===== src/rtl/shiftreg_word_serializer.sv =====
// Serialises 4/5/7-bit words LSB-first, aligned to the upstream shift register's phase0.
// A 2-deep FIFO feeds it; the phase0 period is checked against the divide mode to report lock.
module shiftreg_word_serializer #(
  parameter int                 DATA_W     = 7,
  parameter logic [DATA_W-1:0]  IDLE_WORD  = DATA_W'(7'b1100011),
  parameter int                 LOCK_COUNT = 4,
  parameter int                 UFLOW_W    = 8
) (
  input  logic               clk,
  input  logic               init,
  input  logic [1:0]         shiftregister_div_mode_sel,
  input  logic               phase0,
  input  logic [DATA_W-1:0]  in_data,
  input  logic               in_valid,
  output logic               in_ready,
  output logic               serial_out,
  output logic               word_start,
  output logic               locked,
  output logic               mode_err,
  output logic [UFLOW_W-1:0] underflow_cnt
);

  localparam logic [3:0] LOCK_CNT = 4'(LOCK_COUNT);

  logic [3:0]        n_bits;
  logic              mode_bad;
  logic [DATA_W-1:0] word_mask;
  logic              phase0_q;
  logic              strobe;
  logic [3:0]        per_cnt;
  logic [3:0]        match_cnt;
  logic [3:0]        match_cnt_nxt;
  logic              match;
  logic              load_ok;
  logic              push;
  logic              pop;
  logic              uflow_inc;
  logic [DATA_W-1:0] shifter;
  logic [DATA_W-1:0] fifo_mem0;
  logic [DATA_W-1:0] fifo_mem1;
  logic [1:0]        fifo_cnt;

  // Mode 10 has no defined width; 7 keeps the mask harmless while match is suppressed.
  always_comb begin
    n_bits   = 4'd7;
    mode_bad = 1'b0;
    case (shiftregister_div_mode_sel)
      2'b00:   n_bits = 4'd4;
      2'b01:   n_bits = 4'd7;
      2'b11:   n_bits = 4'd5;
      default: mode_bad = 1'b1;
    endcase
  end

  assign word_mask = ~({DATA_W{1'b1}} << n_bits);
  assign strobe    = phase0 & ~phase0_q;
  assign match     = (per_cnt == n_bits) & ~mode_err & ~mode_bad;

  always_comb begin
    match_cnt_nxt = match_cnt;
    if (strobe) begin
      if (match)
        match_cnt_nxt = (match_cnt >= LOCK_CNT) ? LOCK_CNT : match_cnt + 4'd1;
      else
        match_cnt_nxt = '0;
    end else if (per_cnt == 4'd15) begin
      match_cnt_nxt = '0;
    end
  end

  // An illegal mode loads like the unlocked case: idle word, no pop, no underflow count.
  assign load_ok   = locked & ~mode_err & ~mode_bad;
  assign pop       = strobe & load_ok & (fifo_cnt != 2'd0);
  assign uflow_inc = strobe & load_ok & (fifo_cnt == 2'd0);
  assign in_ready  = (fifo_cnt != 2'd2);
  assign push      = in_valid & in_ready;
  assign serial_out = shifter[0];

  always_ff @(posedge clk) begin
    if (init) begin
      phase0_q      <= 1'b0;
      per_cnt       <= '0;
      match_cnt     <= '0;
      locked        <= 1'b0;
      mode_err      <= 1'b0;
      word_start    <= 1'b0;
      shifter       <= '0;
      underflow_cnt <= '0;
    end else begin
      phase0_q   <= phase0;
      mode_err   <= mode_bad;
      per_cnt    <= strobe ? 4'd1 : ((per_cnt == 4'd15) ? per_cnt : per_cnt + 4'd1);
      match_cnt  <= match_cnt_nxt;
      locked     <= (match_cnt_nxt == LOCK_CNT);
      word_start <= strobe;
      if (strobe)
        shifter <= (pop ? fifo_mem0 : IDLE_WORD) & word_mask;
      else
        shifter <= shifter >> 1;
      if (uflow_inc && (underflow_cnt != '1))
        underflow_cnt <= underflow_cnt + 1'b1;
    end
  end

  // Push and pop together only happen at count 1, where the new word becomes the head.
  always_ff @(posedge clk) begin
    if (init) begin
      fifo_cnt  <= '0;
      fifo_mem0 <= '0;
      fifo_mem1 <= '0;
    end else begin
      case ({push, pop})
        2'b10: begin
          if (fifo_cnt == 2'd0) fifo_mem0 <= in_data;
          else                  fifo_mem1 <= in_data;
          fifo_cnt <= fifo_cnt + 2'd1;
        end
        2'b01: begin
          fifo_mem0 <= fifo_mem1;
          fifo_cnt  <= fifo_cnt - 2'd1;
        end
        2'b11: fifo_mem0 <= in_data;
        default: ;
      endcase
    end
  end

endmodule


===== config.mk =====
export PLATFORM = sky130hd
export DESIGN_NAME = shiftreg_word_serializer
export DESIGN_NICKNAME = d
export VERILOG_FILES = /design/src/rtl/shiftreg_word_serializer.sv
export SDC_FILE = /design/constraint.sdc
export NUM_CORES = 1
export LEC_CHECK = 0
export CORE_MARGIN = 10
export CORE_UTILIZATION = 38
export CTS_BUF_LIST = sky130_fd_sc_hd__clkbuf_4 sky130_fd_sc_hd__clkbuf_8 sky130_fd_sc_hd__clkbuf_16
export CTS_CLUSTER_DIAMETER = 40
export DETAILED_ROUTE_END_ITERATION = 10
export GPL_TIMING_DRIVEN = 0
export PLACE_DENSITY_LB_ADDON = 0.3
export SLEW_MARGIN = 40
export SYNTH_ARGS = -nofsm -noshare
export SYNTH_HDL_FRONTEND = slang
export SYNTH_SLANG_ARGS = --single-unit

===== constraint.sdc =====
create_clock -name clk -period 3.8 [get_ports clk]
set_input_delay 1.14 -clock clk [delete_from_list [all_inputs] [get_ports clk]]
set_output_delay 1.14 -clock clk [all_outputs]
set_load 0.01 [all_outputs]

==> flow_summary.rst <==
.. list-table::
   :header-rows: 1

   * - Metric
     - Value
   * - Post-Route Setup TNS
     - 0 ns
   * - Cell row count
     - 25
   * - CTS tree
     - yes
   * - Worst VDD drop
     - 0.185 mV
   * - Setup fix buffers added after clock tree synthesis
     - 0
   * - Post-synth design cell area
     - 1890 um^2
   * - Skew-Pair Late Insertion Delay
     - 0.29 ns
   * - Required time worst endpoint
     - 4.02 ns
   * - Max FO, Critical Path
     - 8
   * - Total wire length
     - 4010 um
   * - Kind of critical path
     - primary input to flop
   * - Initial antenna violation count
     - 0
   * - Capture instance of the worst register-to-register path
     - fifo_cnt[1]
   * - Maximum buffer depth of the clock tree
     - 2
   * - Startpoint kind of the worst setup timing path
     - primary input
   * - Final RePlAce weighted congestion
     - 0.748
   * - Via count of the first global-routing pass
     - 1473
   * - Total net switching power
     - 0.000211 W
   * - Final total power
     - 0.000862 W
   * - Number of port buffers
     - 24
   * - Clock H-tree levels
     - 2
   * - Routed length per placed instance
     - 13.1 um
   * - Max-cap violations
     - 0
   * - Inserted Diodes
     - 0
   * - Effective utilization at floorplan
     - 0.395
   * - Clock skew after layout
     - 0.00714 ns
   * - Total track usage
     - 0.0976
   * - Sequential element share of the synthesized area
     - 0.455
   * - Worst rel slew slack
     - 0.507
   * - Reg-to-reg critical path startpoint
     - mode_err
   * - Syn Nets
     - 230
   * - Final critical-path share of the clock period
     - 0.921
   * - Reg clk slew, reported paths
     - 0.07 ns
   * - Net total in the final layout
     - 261
   * - Number of warnings printed during yosys synthesis
     - 0
   * - Fraction of layout cells with a size suffix above 1
     - 0.0583
   * - Reg power frac
     - 0.564
   * - Most used cells in the layout excluding fill and tap cells
     - sky130_fd_sc_hd__dfxtp_1, sky130_fd_sc_hd__clkdlybuf4s50_1, sky130_fd_sc_hd__nor2_1, sky130_fd_sc_hd__a21oi_1, sky130_fd_sc_hd__nand3_1
   * - Max-slew violations
     - 0
   * - DRT antenna net count
     - 0
   * - Pre-antenna DRT Iters
     - 4
   * - Number of clock buffers inserted by TritonCTS
     - 5
   * - F_max
     - 286 MHz
   * - Total internal power
     - 0.000652 W
   * - Most frequent standard cell in the layout excluding fill and tap cells
     - sky130_fd_sc_hd__dfxtp_1
   * - Placeable core area
     - 4790 um^2
   * - Dpl cell area
     - 2220 um^2
   * - Fillers
     - 474
   * - Fin crit period
     - 3.50 ns
   * - Post-Layout Inst Area
     - 2300 um^2
   * - Sink count of the clock tree
     - 43
   * - Status
     - finished, final reports clean
   * - Power density over cell area
     - 375 nW/um^2
   * - Startpoint of the worst setup timing path
     - shiftregister_div_mode_sel[0]
   * - Total congestion overflow after global routing
     - 0
   * - Switching fraction of total power
     - 0.244
   * - Transition time of the tightest slew-check pin
     - 0.732 ns
   * - First-pass GRT wire length
     - 6640 um
   * - Timing endpoint of the critical path
     - fifo_cnt[1]
   * - Count of final hold-check violations
     - 0
   * - Launch instance of the worst min-delay path
     - shifter[6]
   * - Cells after Synth
     - 210
   * - Endpoint arrival time on the critical path
     - 3.72 ns
   * - DRC violation total after the first TritonRoute iteration
     - 40
   * - Post-synthesis cell type count
     - 40
   * - Half-perimeter wire length after detailed placement
     - 3040 um
   * - Unrepaired setup endpoints after global routing
     - false
   * - Average size of a mapped cell
     - 9.01 um^2
   * - Remaining design rule violation count
     - 0
   * - Category of the worst setup path capture point
     - flop
   * - Proportion of power drawn by combinational gates
     - 0.124
   * - Worst min-delay path class
     - flop to flop
   * - Finish-stage setup viols
     - 0
   * - Portion of total power attributed to the clock network
     - 0.312
   * - Horizontal extent of the die
     - 90.6 um
   * - Maximum number of pins on one net before global-route repair
     - 12
   * - Root Buffer Master
     - sky130_fd_sc_hd__clkbuf_8
   * - Boundary pin count
     - 26
   * - Vias
     - 1542
   * - Via/cell ratio
     - 5.02
   * - Number of synthesized register bits
     - 43
   * - Vertical extent of the die
     - 90.6 um
   * - Flop2flop setup slack
     - 1.53 ns
   * - Total Die Area
     - 8200 um^2
   * - Leakage power summed over all cells
     - 0.808 nW
   * - Cell count of the worst reg-to-reg path
     - 7
   * - Area Growth Syn to Fin
     - 21.4%
stage by stage:
stage | cells | util | hold slack (ns) | setup slack [ns]
6_report | 307 | 0.480 | 0.436 | 0.300
5_1_grt | 307 | 0.480 | 0.451 | 0.152
4_1_cts | 307 | 0.479 | 0.443 | 0.0988
3_5_place_dp | 301 | 0.463 | 0.439 | -0.210
3_3_place_gp | 301 | 0.463 | 0.438 | -0.192
2_1_floorplan | 210 | - | 0.417 | 0.577
final cells by class:
type                    count  area [um^2]  share of cell area
plain buffers              12         60.1              0.0261
clock buffers               6         76.3              0.0332
inverters                   6         22.5             0.00980
multi-input cells         149          953               0.415
flip-flops and latches     43          861               0.375
well taps                  67         83.8              0.0365
repair buffers             24          240               0.105
synthesized netlist by cell type:
| library cell | count | area share |
|---|---|---|
| sky130_fd_sc_hd__nand3b_1 | 3 | 0.012 |
| sky130_fd_sc_hd__o211a_1 | 2 | 0.011 |
| sky130_fd_sc_hd__a21oi_1 | 18 | 0.048 |
| sky130_fd_sc_hd__mux2_2 | 1 | 0.0060 |
| sky130_fd_sc_hd__a31oi_1 | 1 | 0.0033 |
| sky130_fd_sc_hd__nor4_1 | 2 | 0.0066 |
| sky130_fd_sc_hd__ha_1 | 7 | 0.046 |
| sky130_fd_sc_hd__a211oi_1 | 7 | 0.028 |
| sky130_fd_sc_hd__nand3_1 | 17 | 0.045 |
| sky130_fd_sc_hd__and3_1 | 1 | 0.0033 |
| sky130_fd_sc_hd__o31ai_1 | 4 | 0.016 |
| sky130_fd_sc_hd__nor2_1 | 18 | 0.036 |
| sky130_fd_sc_hd__nor3b_1 | 1 | 0.0040 |
| sky130_fd_sc_hd__a22oi_1 | 2 | 0.0079 |
| sky130_fd_sc_hd__xnor2_1 | 3 | 0.014 |
| sky130_fd_sc_hd__nand2b_1 | 4 | 0.013 |
| sky130_fd_sc_hd__dfxtp_1 | 43 | 0.46 |
| sky130_fd_sc_hd__and3b_1 | 1 | 0.0046 |
| sky130_fd_sc_hd__a311oi_1 | 1 | 0.0046 |
| sky130_fd_sc_hd__a32o_1 | 1 | 0.0053 |
| sky130_fd_sc_hd__buf_6 | 2 | 0.012 |
| sky130_fd_sc_hd__nand4_1 | 2 | 0.0066 |
| sky130_fd_sc_hd__nor2b_1 | 4 | 0.013 |
| sky130_fd_sc_hd__or2_1 | 1 | 0.0033 |
| sky130_fd_sc_hd__or4_1 | 3 | 0.012 |
| sky130_fd_sc_hd__nor3_1 | 9 | 0.024 |
| sky130_fd_sc_hd__or2_2 | 1 | 0.0033 |
| sky130_fd_sc_hd__or3_4 | 1 | 0.0060 |
| sky130_fd_sc_hd__clkbuf_1 | 9 | 0.018 |
| sky130_fd_sc_hd__a2111oi_0 | 1 | 0.0046 |
| sky130_fd_sc_hd__nand2_1 | 12 | 0.024 |
| sky130_fd_sc_hd__mux2i_1 | 9 | 0.048 |
| sky130_fd_sc_hd__inv_1 | 6 | 0.012 |
| sky130_fd_sc_hd__xor2_1 | 2 | 0.0093 |
| sky130_fd_sc_hd__buf_1 | 1 | 0.0020 |
| sky130_fd_sc_hd__or3_1 | 2 | 0.0066 |
| sky130_fd_sc_hd__or3b_2 | 2 | 0.0093 |
| sky130_fd_sc_hd__o22ai_1 | 2 | 0.0066 |
| sky130_fd_sc_hd__o211ai_1 | 1 | 0.0040 |
| sky130_fd_sc_hd__o21ai_0 | 3 | 0.0079 |
metal layers:
layer  GRT usage  routed length, um  vias to the layer above
li1            -                  -                      815
met1       0.109               1890                      694
met2       0.162               1890                       27
met3      0.0366                167                        6
met4      0.0424                 65                        0
met5           0                  0                        -
kinds of logic after synthesis:
group	after synthesis	synth area share
xor gates and xnor gates	5	0.0232
and+or+nand+nor	84	0.232
AOI/OAI and AO/OA	43	0.146
DFF	43	0.455
muxes	10	0.0536
buffers and inverters	18	0.0436
adders and majority gates	7	0.0463
critical path, cell delays in order:
cell	delay, ns
sky130_fd_sc_hd__clkdlybuf4s50_1	0.46
sky130_fd_sc_hd__inv_1	0.05
sky130_fd_sc_hd__ha_1	0.19
sky130_fd_sc_hd__or2_2	0.34
sky130_fd_sc_hd__nor3_2	0.32
sky130_fd_sc_hd__ha_1	0.20
sky130_fd_sc_hd__clkbuf_1	0.43
sky130_fd_sc_hd__xnor2_1	0.13
sky130_fd_sc_hd__or3_1	0.32
sky130_fd_sc_hd__a21oi_1	0.14
sequential cells by signal (all words and copies together), names as in the netlist:
name           count
fifo_cnt           2
fifo_mem0          7
fifo_mem1          7
locked             1
match_cnt          4
mode_err           1
per_cnt            4
phase0_q           1
shifter            7
underflow_cnt      8
word_start         1
power by group through the flow:
stage | Clock, W | Sequential, W | Combinational (W)
final | 0.000269 | 0.000486 | 0.000107
after detailed placement | 0 | 0.000497 | 0.000108
after CTS | 0.000283 | 0.000486 | 0.000109
after global placement | 0 | 0.000496 | 0.000107
after floorplan | 0 | 0.000495 | 0.0000719
after global routing | 0.000305 | 0.000490 | 0.000120
how the worst min path moves through the flow:
stage                       endpoint  cells past startpoint
final                     shifter[5]                      2
after floorplan           shifter[4]                      2
after CTS                 shifter[5]                      2
after global placement    shifter[5]                      2
after global routing      shifter[5]                      2
after detailed placement  shifter[5]                      2
timing repair:
item                                    CTS  global route
hold buffers                              0             0
gates resized for setup                   0             1
endpoints found under the setup margin    0             1
Power figures use the tool's default switching activity.
